<file path="src/rtl/inst_fetch_if.sv">
// Fetch-stage bus: instruction-memory read handshake plus the decode-side IR handshake.
interface inst_fetch_if #(
    parameter int unsigned WORD_SIZE = 16
);
    localparam int unsigned CNT_W = 16;

    // Instruction-memory side
    logic                 i_readM;
    logic [WORD_SIZE-1:0] i_address;
    logic [WORD_SIZE-1:0] i_data;
    logic                 i_inputReady;

    // Decode / control side
    logic [WORD_SIZE-1:0] inst;
    logic                 inst_valid;
    logic                 inst_ack;
    logic [WORD_SIZE-1:0] pc;
    logic [WORD_SIZE-1:0] pc_plus1;

    // Branch / jump resolution side
    logic                 redirect;
    logic [WORD_SIZE-1:0] redirect_target;

    // Statistics
    logic [CNT_W-1:0]     fetch_count;

    // Fetch stage drives requests and the IR
    modport master (
        output i_readM, i_address, inst, inst_valid, pc, pc_plus1, fetch_count,
        input  i_data, i_inputReady, inst_ack, redirect, redirect_target
    );

    // Memory / decode / branch logic surrounding the fetch stage
    modport slave (
        input  i_readM, i_address, inst, inst_valid, pc, pc_plus1, fetch_count,
        output i_data, i_inputReady, inst_ack, redirect, redirect_target
    );
endinterface

</file>
<file path="src/rtl/inst_fetch.sv">
// Instruction fetch stage: owns the fetch PC, runs the memory read handshake,
// holds one instruction in the IR for decode and restarts on redirect.
module inst_fetch #(
    parameter int unsigned          WORD_SIZE = 16,
    parameter logic [WORD_SIZE-1:0] RESET_PC  = '0
) (
    input  logic          clk,
    input  logic          reset,
    inst_fetch_if.master  bus
);
    localparam int unsigned CNT_W = 16;

    typedef enum logic [1:0] {
        S_IDLE  = 2'd0,
        S_REQ   = 2'd1,
        S_FULL  = 2'd2,
        S_FLUSH = 2'd3
    } state_t;

    state_t               state_q,    state_d;
    logic [WORD_SIZE-1:0] fetch_pc_q, fetch_pc_d;
    logic [WORD_SIZE-1:0] inst_q,     inst_d;
    logic [WORD_SIZE-1:0] pc_q,       pc_d;
    logic [WORD_SIZE-1:0] pc_plus1_q, pc_plus1_d;
    logic [CNT_W-1:0]     count_q,    count_d;
    logic                 readm_q,    readm_d;
    logic [WORD_SIZE-1:0] addr_q,     addr_d;
    logic                 valid_q,    valid_d;

    // Next-state, datapath updates and output decode of the next state
    always_comb begin
        state_d    = state_q;
        fetch_pc_d = fetch_pc_q;
        inst_d     = inst_q;
        pc_d       = pc_q;
        count_d    = count_q;

        case (state_q)
            S_IDLE: begin
                state_d = S_REQ;
                if (bus.redirect) begin
                    fetch_pc_d = bus.redirect_target;
                end
            end
            S_REQ: begin
                if (bus.redirect) begin
                    // An in-flight read cannot be withdrawn; wait it out in FLUSH
                    fetch_pc_d = bus.redirect_target;
                    state_d    = bus.i_inputReady ? S_REQ : S_FLUSH;
                end else if (bus.i_inputReady) begin
                    inst_d     = bus.i_data;
                    pc_d       = fetch_pc_q;
                    fetch_pc_d = fetch_pc_q + WORD_SIZE'(1);
                    state_d    = S_FULL;
                end
            end
            S_FULL: begin
                if (bus.redirect) begin
                    // Wrong-path instruction: dropped and never counted
                    fetch_pc_d = bus.redirect_target;
                    state_d    = S_REQ;
                end else if (bus.inst_ack) begin
                    count_d = count_q + CNT_W'(1);
                    state_d = S_REQ;
                end
            end
            S_FLUSH: begin
                if (bus.redirect) begin
                    fetch_pc_d = bus.redirect_target;
                end
                if (bus.i_inputReady) begin
                    state_d = S_REQ;
                end
            end
            default: begin
                state_d = S_IDLE;
            end
        endcase

        // Registered outputs track the state being entered
        pc_plus1_d = pc_d + WORD_SIZE'(1);
        readm_d    = (state_d == S_REQ) || (state_d == S_FLUSH);
        valid_d    = (state_d == S_FULL);
        // The stale address stays on the bus until its read completes
        addr_d     = (state_d == S_FLUSH) ? addr_q : fetch_pc_d;
    end

    // State and output registers with asynchronous reset
    always_ff @(posedge clk or posedge reset) begin
        if (reset) begin
            state_q    <= S_IDLE;
            fetch_pc_q <= RESET_PC;
            inst_q     <= '0;
            pc_q       <= '0;
            pc_plus1_q <= WORD_SIZE'(1);
            count_q    <= '0;
            readm_q    <= 1'b0;
            addr_q     <= RESET_PC;
            valid_q    <= 1'b0;
        end else begin
            state_q    <= state_d;
            fetch_pc_q <= fetch_pc_d;
            inst_q     <= inst_d;
            pc_q       <= pc_d;
            pc_plus1_q <= pc_plus1_d;
            count_q    <= count_d;
            readm_q    <= readm_d;
            addr_q     <= addr_d;
            valid_q    <= valid_d;
        end
    end

    // Drive the bus from the registers
    assign bus.i_readM     = readm_q;
    assign bus.i_address   = addr_q;
    assign bus.inst        = inst_q;
    assign bus.inst_valid  = valid_q;
    assign bus.pc          = pc_q;
    assign bus.pc_plus1    = pc_plus1_q;
    assign bus.fetch_count = count_q;

endmodule

</file>
<file path="src/flat_wrapper.sv">
// flat-port wrapper written by rule: the top's interface ports become plain ports
module inst_fetch_flat 
#(
    parameter int unsigned          WORD_SIZE = 16,
    parameter logic [WORD_SIZE-1:0] RESET_PC  = '0
)
  (clk, reset, bus_i_readM, bus_i_address, bus_inst, bus_inst_valid, bus_pc, bus_pc_plus1, bus_fetch_count, bus_i_data, bus_i_inputReady, bus_inst_ack, bus_redirect, bus_redirect_target);
  inst_fetch_if #(.WORD_SIZE(WORD_SIZE)) bus_i ();
  input  logic clk;
  input  logic reset;
  output wire logic [$bits(bus_i.i_readM)-1:0] bus_i_readM;
  output wire logic [$bits(bus_i.i_address)-1:0] bus_i_address;
  output wire logic [$bits(bus_i.inst)-1:0] bus_inst;
  output wire logic [$bits(bus_i.inst_valid)-1:0] bus_inst_valid;
  output wire logic [$bits(bus_i.pc)-1:0] bus_pc;
  output wire logic [$bits(bus_i.pc_plus1)-1:0] bus_pc_plus1;
  output wire logic [$bits(bus_i.fetch_count)-1:0] bus_fetch_count;
  input wire logic [$bits(bus_i.i_data)-1:0] bus_i_data;
  input wire logic [$bits(bus_i.i_inputReady)-1:0] bus_i_inputReady;
  input wire logic [$bits(bus_i.inst_ack)-1:0] bus_inst_ack;
  input wire logic [$bits(bus_i.redirect)-1:0] bus_redirect;
  input wire logic [$bits(bus_i.redirect_target)-1:0] bus_redirect_target;
  assign bus_i_readM = bus_i.i_readM;
  assign bus_i_address = bus_i.i_address;
  assign bus_inst = bus_i.inst;
  assign bus_inst_valid = bus_i.inst_valid;
  assign bus_pc = bus_i.pc;
  assign bus_pc_plus1 = bus_i.pc_plus1;
  assign bus_fetch_count = bus_i.fetch_count;
  assign bus_i.i_data = bus_i_data;
  assign bus_i.i_inputReady = bus_i_inputReady;
  assign bus_i.inst_ack = bus_inst_ack;
  assign bus_i.redirect = bus_redirect;
  assign bus_i.redirect_target = bus_redirect_target;
  inst_fetch #(.WORD_SIZE(WORD_SIZE), .RESET_PC(RESET_PC)) u_core (.clk(clk), .reset(reset), .bus(bus_i));
endmodule
</file>
<file path="config.mk">
export PLATFORM = sky130hd
export DESIGN_NAME = inst_fetch_flat
export DESIGN_NICKNAME = d
export VERILOG_FILES = /design/src/rtl/inst_fetch_if.sv /design/src/rtl/inst_fetch.sv /design/src/flat_wrapper.sv
export SDC_FILE = /design/constraint.sdc
export NUM_CORES = 1
export LEC_CHECK = 0
export CELL_PAD_IN_SITES_DETAIL_PLACEMENT = 1
export CELL_PAD_IN_SITES_GLOBAL_PLACEMENT = 1
export CORE_ASPECT_RATIO = 2
export CORE_UTILIZATION = 38
export CTS_CLUSTER_SIZE = 16
export DETAILED_ROUTE_END_ITERATION = 6
export PLACE_DENSITY = 0.83
export SETUP_SLACK_MARGIN = 0.05
export SYNTH_ARGS = -nofsm -noshare
export SYNTH_HDL_FRONTEND = slang
export SYNTH_SLANG_ARGS = --single-unit
</file>
<file path="constraint.sdc">
create_clock -name clk -period 3.4 [get_ports clk]
set_input_delay 0.34 -clock clk [delete_from_list [all_inputs] [get_ports clk]]
set_output_delay 0.34 -clock clk [all_outputs]
set_load 0.05 [all_outputs]
</file>
==> metrics.csv <==
metric,value,unit
power,4300,µW
tightest_slew,740,ps
dr.pass1.iters,4,
clock_sinks,100,
clock_skew,11.3,ps
synth_cells,422,
arrival,2530,ps
clockRootBuffer,clkbuf_16,
fin_util,0.525,
insertion_delay,350,ps
antenna_found_initial,0,
min_path_type,in2async,
cts.path.max_buffers,2,
max_freq,0.436,GHz
rr_startpoint,u_core.state_q[1]$_DFF_PP0_,
power_frac_seq,0.377,
synth_largest_area_cell,dfrtp_1,
finalWeightedCongestion,0.809,
fin_crit,2300,ps
avgSynthCellArea,10.9,µm²
synth_area,4600,µm²
hold_buffers,0,
p_leak,0.00277,µW
critical_path.startpoint,bus_redirect,
ys_warn_count,0,
cts_setup_buffers,0,
portBuffers,118,
routed_wl,12200,µm
drive_gt1_frac,0.0943,
diodes,0,
cp_max_fo,20,
dpl.hpwl,9250,µm
synth-edff-count,0,
start_util,0.391,
clk_pin_slew,70,ps
clkPwrFrac,0.228,
synth_flop_cell,dfrtp_1,
track_usage,0.206,
core_area,11800,µm²
die_w,79.8,µm
startpoint_type,primary input,
ir_worst_vdd,429,µV
worstSetupEndpointType,flop,
max_cap_viol_count,0,
status,completed,
cts_tree,yes,
num_vias,3563,
cp.required,3630,ps
slew_headroom,0.500,
final_cell_area,6170,µm²
synth_nets,462,
drcViolationCount,0,
dpl_cell_area,5890,µm²
switching_share,0.419,
power_density,696,nW/µm²
grt_max_degree,53,
area_growth,34.2,%
cpLargestDelayFamily,buffers and inverters,
timing.hold.ws,442,ps
cp_slowest_stage_delay,650,ps
grt_overflow,0,
slowest_stage,clkdlybuf4s50_1,
nets,576,
vias_per_cell,5.19,
grt_pass1_wl,19700,µm
first_iter_violations,109,
p_int,2500,µW
synthArstFlopShare,1.00,
finalMaxSlewViolations,0,
rrSetupSlack,1250,ps
rr_worst_depth,8,
synthTopCellsByArea,"dfrtp_1, nand2_1, mux2i_1",
finalSetupViolations,0,
yosysSeqAreaShare,0.544,
dieArea,12600,µm²
rows,56,
pwr-share-comb,0.395,
worst-path-buf-inv,2,
synthMostInstantiatedCell,nand2_1,
path_class,in2reg,
grt_pass1_vias,3870,
cts_resized,0,
synth_cell_type_count,47,
finalHoldViolCount,0,
drtAntennaViolNets,0,
rr_endpoint,u_core.bus.pc_plus1[12]$_DFF_PP0_,
netSwitchingPower,1800,µW
finalCritPeriodShare,0.675,
die_h,158,µm
worstPathCellList,clkdlybuf4s50_1 -> buf_4 -> nor2_1 -> or3_1 -> mux2_4,
ys_ff_latch,100,
setup-tns-final,0,ps
cp.depth,5,
cts_max_level,3,
wl_per_cell,17.8,µm
cts_made_buffers,9,
synth_common_cells,"nand2_1, dfrtp_1, mux2i_1, nand3_1, xnor2_1",
endpoint,u_core.bus.i_address[2]$_DFFE_PP0P_,
yosys.area.top_type_share,0.539,
ioPinCount,119,
rsz0062_at_grt,false,
## cell type report
type / instances / area, µm²
Clock inverter: 7 / 58.8
Sequential cell: 100 / 2500
Timing Repair Buffer: 123 / 1230
Fill cell: 1311 / 5600
Clock buffer: 9 / 225
Multi-Input combinational cell: 290 / 1930
Tap cell: 145 / 181
Inverter: 12 / 47.5
## registers in the layout, summed over array words and instances, names as in the netlist
signal and cells:
u_core.bus.inst_valid 1, u_core.bus.i_readM 1, u_core.bus.i_address 16, u_core.bus.pc_plus1 16, u_core.fetch_pc_q 16, u_core.bus.pc 16, u_core.state_q 2, u_core.bus.fetch_count 16
u_core.bus.inst 16
## metal layers
| metal | vias to the layer above | track usage | routed length, µm |
|---|---|---|---|
| met4 | 0 | 0.0884 | 295 |
| met3 | 17 | 0.0254 | 404 |
| met1 | 1788 | 0.213 | 4350 |
| met2 | 86 | 0.403 | 7160 |
| li1 | 1672 | - | - |
| met5 | - | 0 | 0 |
## metrics by stage
step | instances | setup slack [ps]
floorplan | 422 | 443
global route | 686 | 953
detailed placement | 670 | 730
global placement | 670 | 823
finish | 686 | 1100
CTS | 686 | 1070
## layout by cell type (no fill, tap or decap), types with 4 or more instances in the layout
cell type	n
mux2i_1	22
inv_1	11
o21ai_0	8
mux2_2	4
nand3_1	20
nand2_1	108
and3_1	6
and2_1	4
and4_1	6
xor2_1	12
xnor2_1	19
a221oi_2	4
clkbuf_16	9
a21oi_1	4
buf_4	4
clkdlybuf4s50_1	118
mux2_4	7
nor2_1	9
dfrtp_1	99
a22oi_1	4
nand4_1	16
## power by group through the flow
stage                     logic, µW  registers (µW)  clock network, µW
final                          1700            1620                979
after global routing           1780            1650               1050
after CTS                      1720            1620               1010
after detailed placement       1710            1640                  0
after global placement         1680            1630                  0
after floorplan                 365            2350                  0
## kinds of logic after synthesis
logic type	Yosys count	synth area share
compound gates	34	0.0552
xor+xnor	31	0.0590
fa+ha+maj	3	0.00816
buf+inv	32	0.0378
flops	100	0.544
mux	33	0.0805
simple gates	189	0.215
## worst min-delay path by stage
stage / slack, ps / endpoint / startpoint
after detailed placement: 470 / u_core.bus.fetch_count[15]$_DFFE_PP0P_ / u_core.bus.fetch_count[15]$_DFFE_PP0P_
after global routing: 490 / u_core.bus.fetch_count[15]$_DFFE_PP0P_ / u_core.bus.fetch_count[15]$_DFFE_PP0P_
after CTS: 470 / u_core.bus.i_address[4]$_DFFE_PP0P_ / reset
after floorplan: 450 / u_core.bus.inst[0]$_DFFE_PP0P_ / bus_i_data[0]
after global placement: 460 / u_core.bus.inst[10]$_DFFE_PP0P_ / u_core.bus.inst[10]$_DFFE_PP0P_
final: 440 / u_core.bus.fetch_count[12]$_DFFE_PP0P_ / reset
Power figures use the tool's default switching activity.
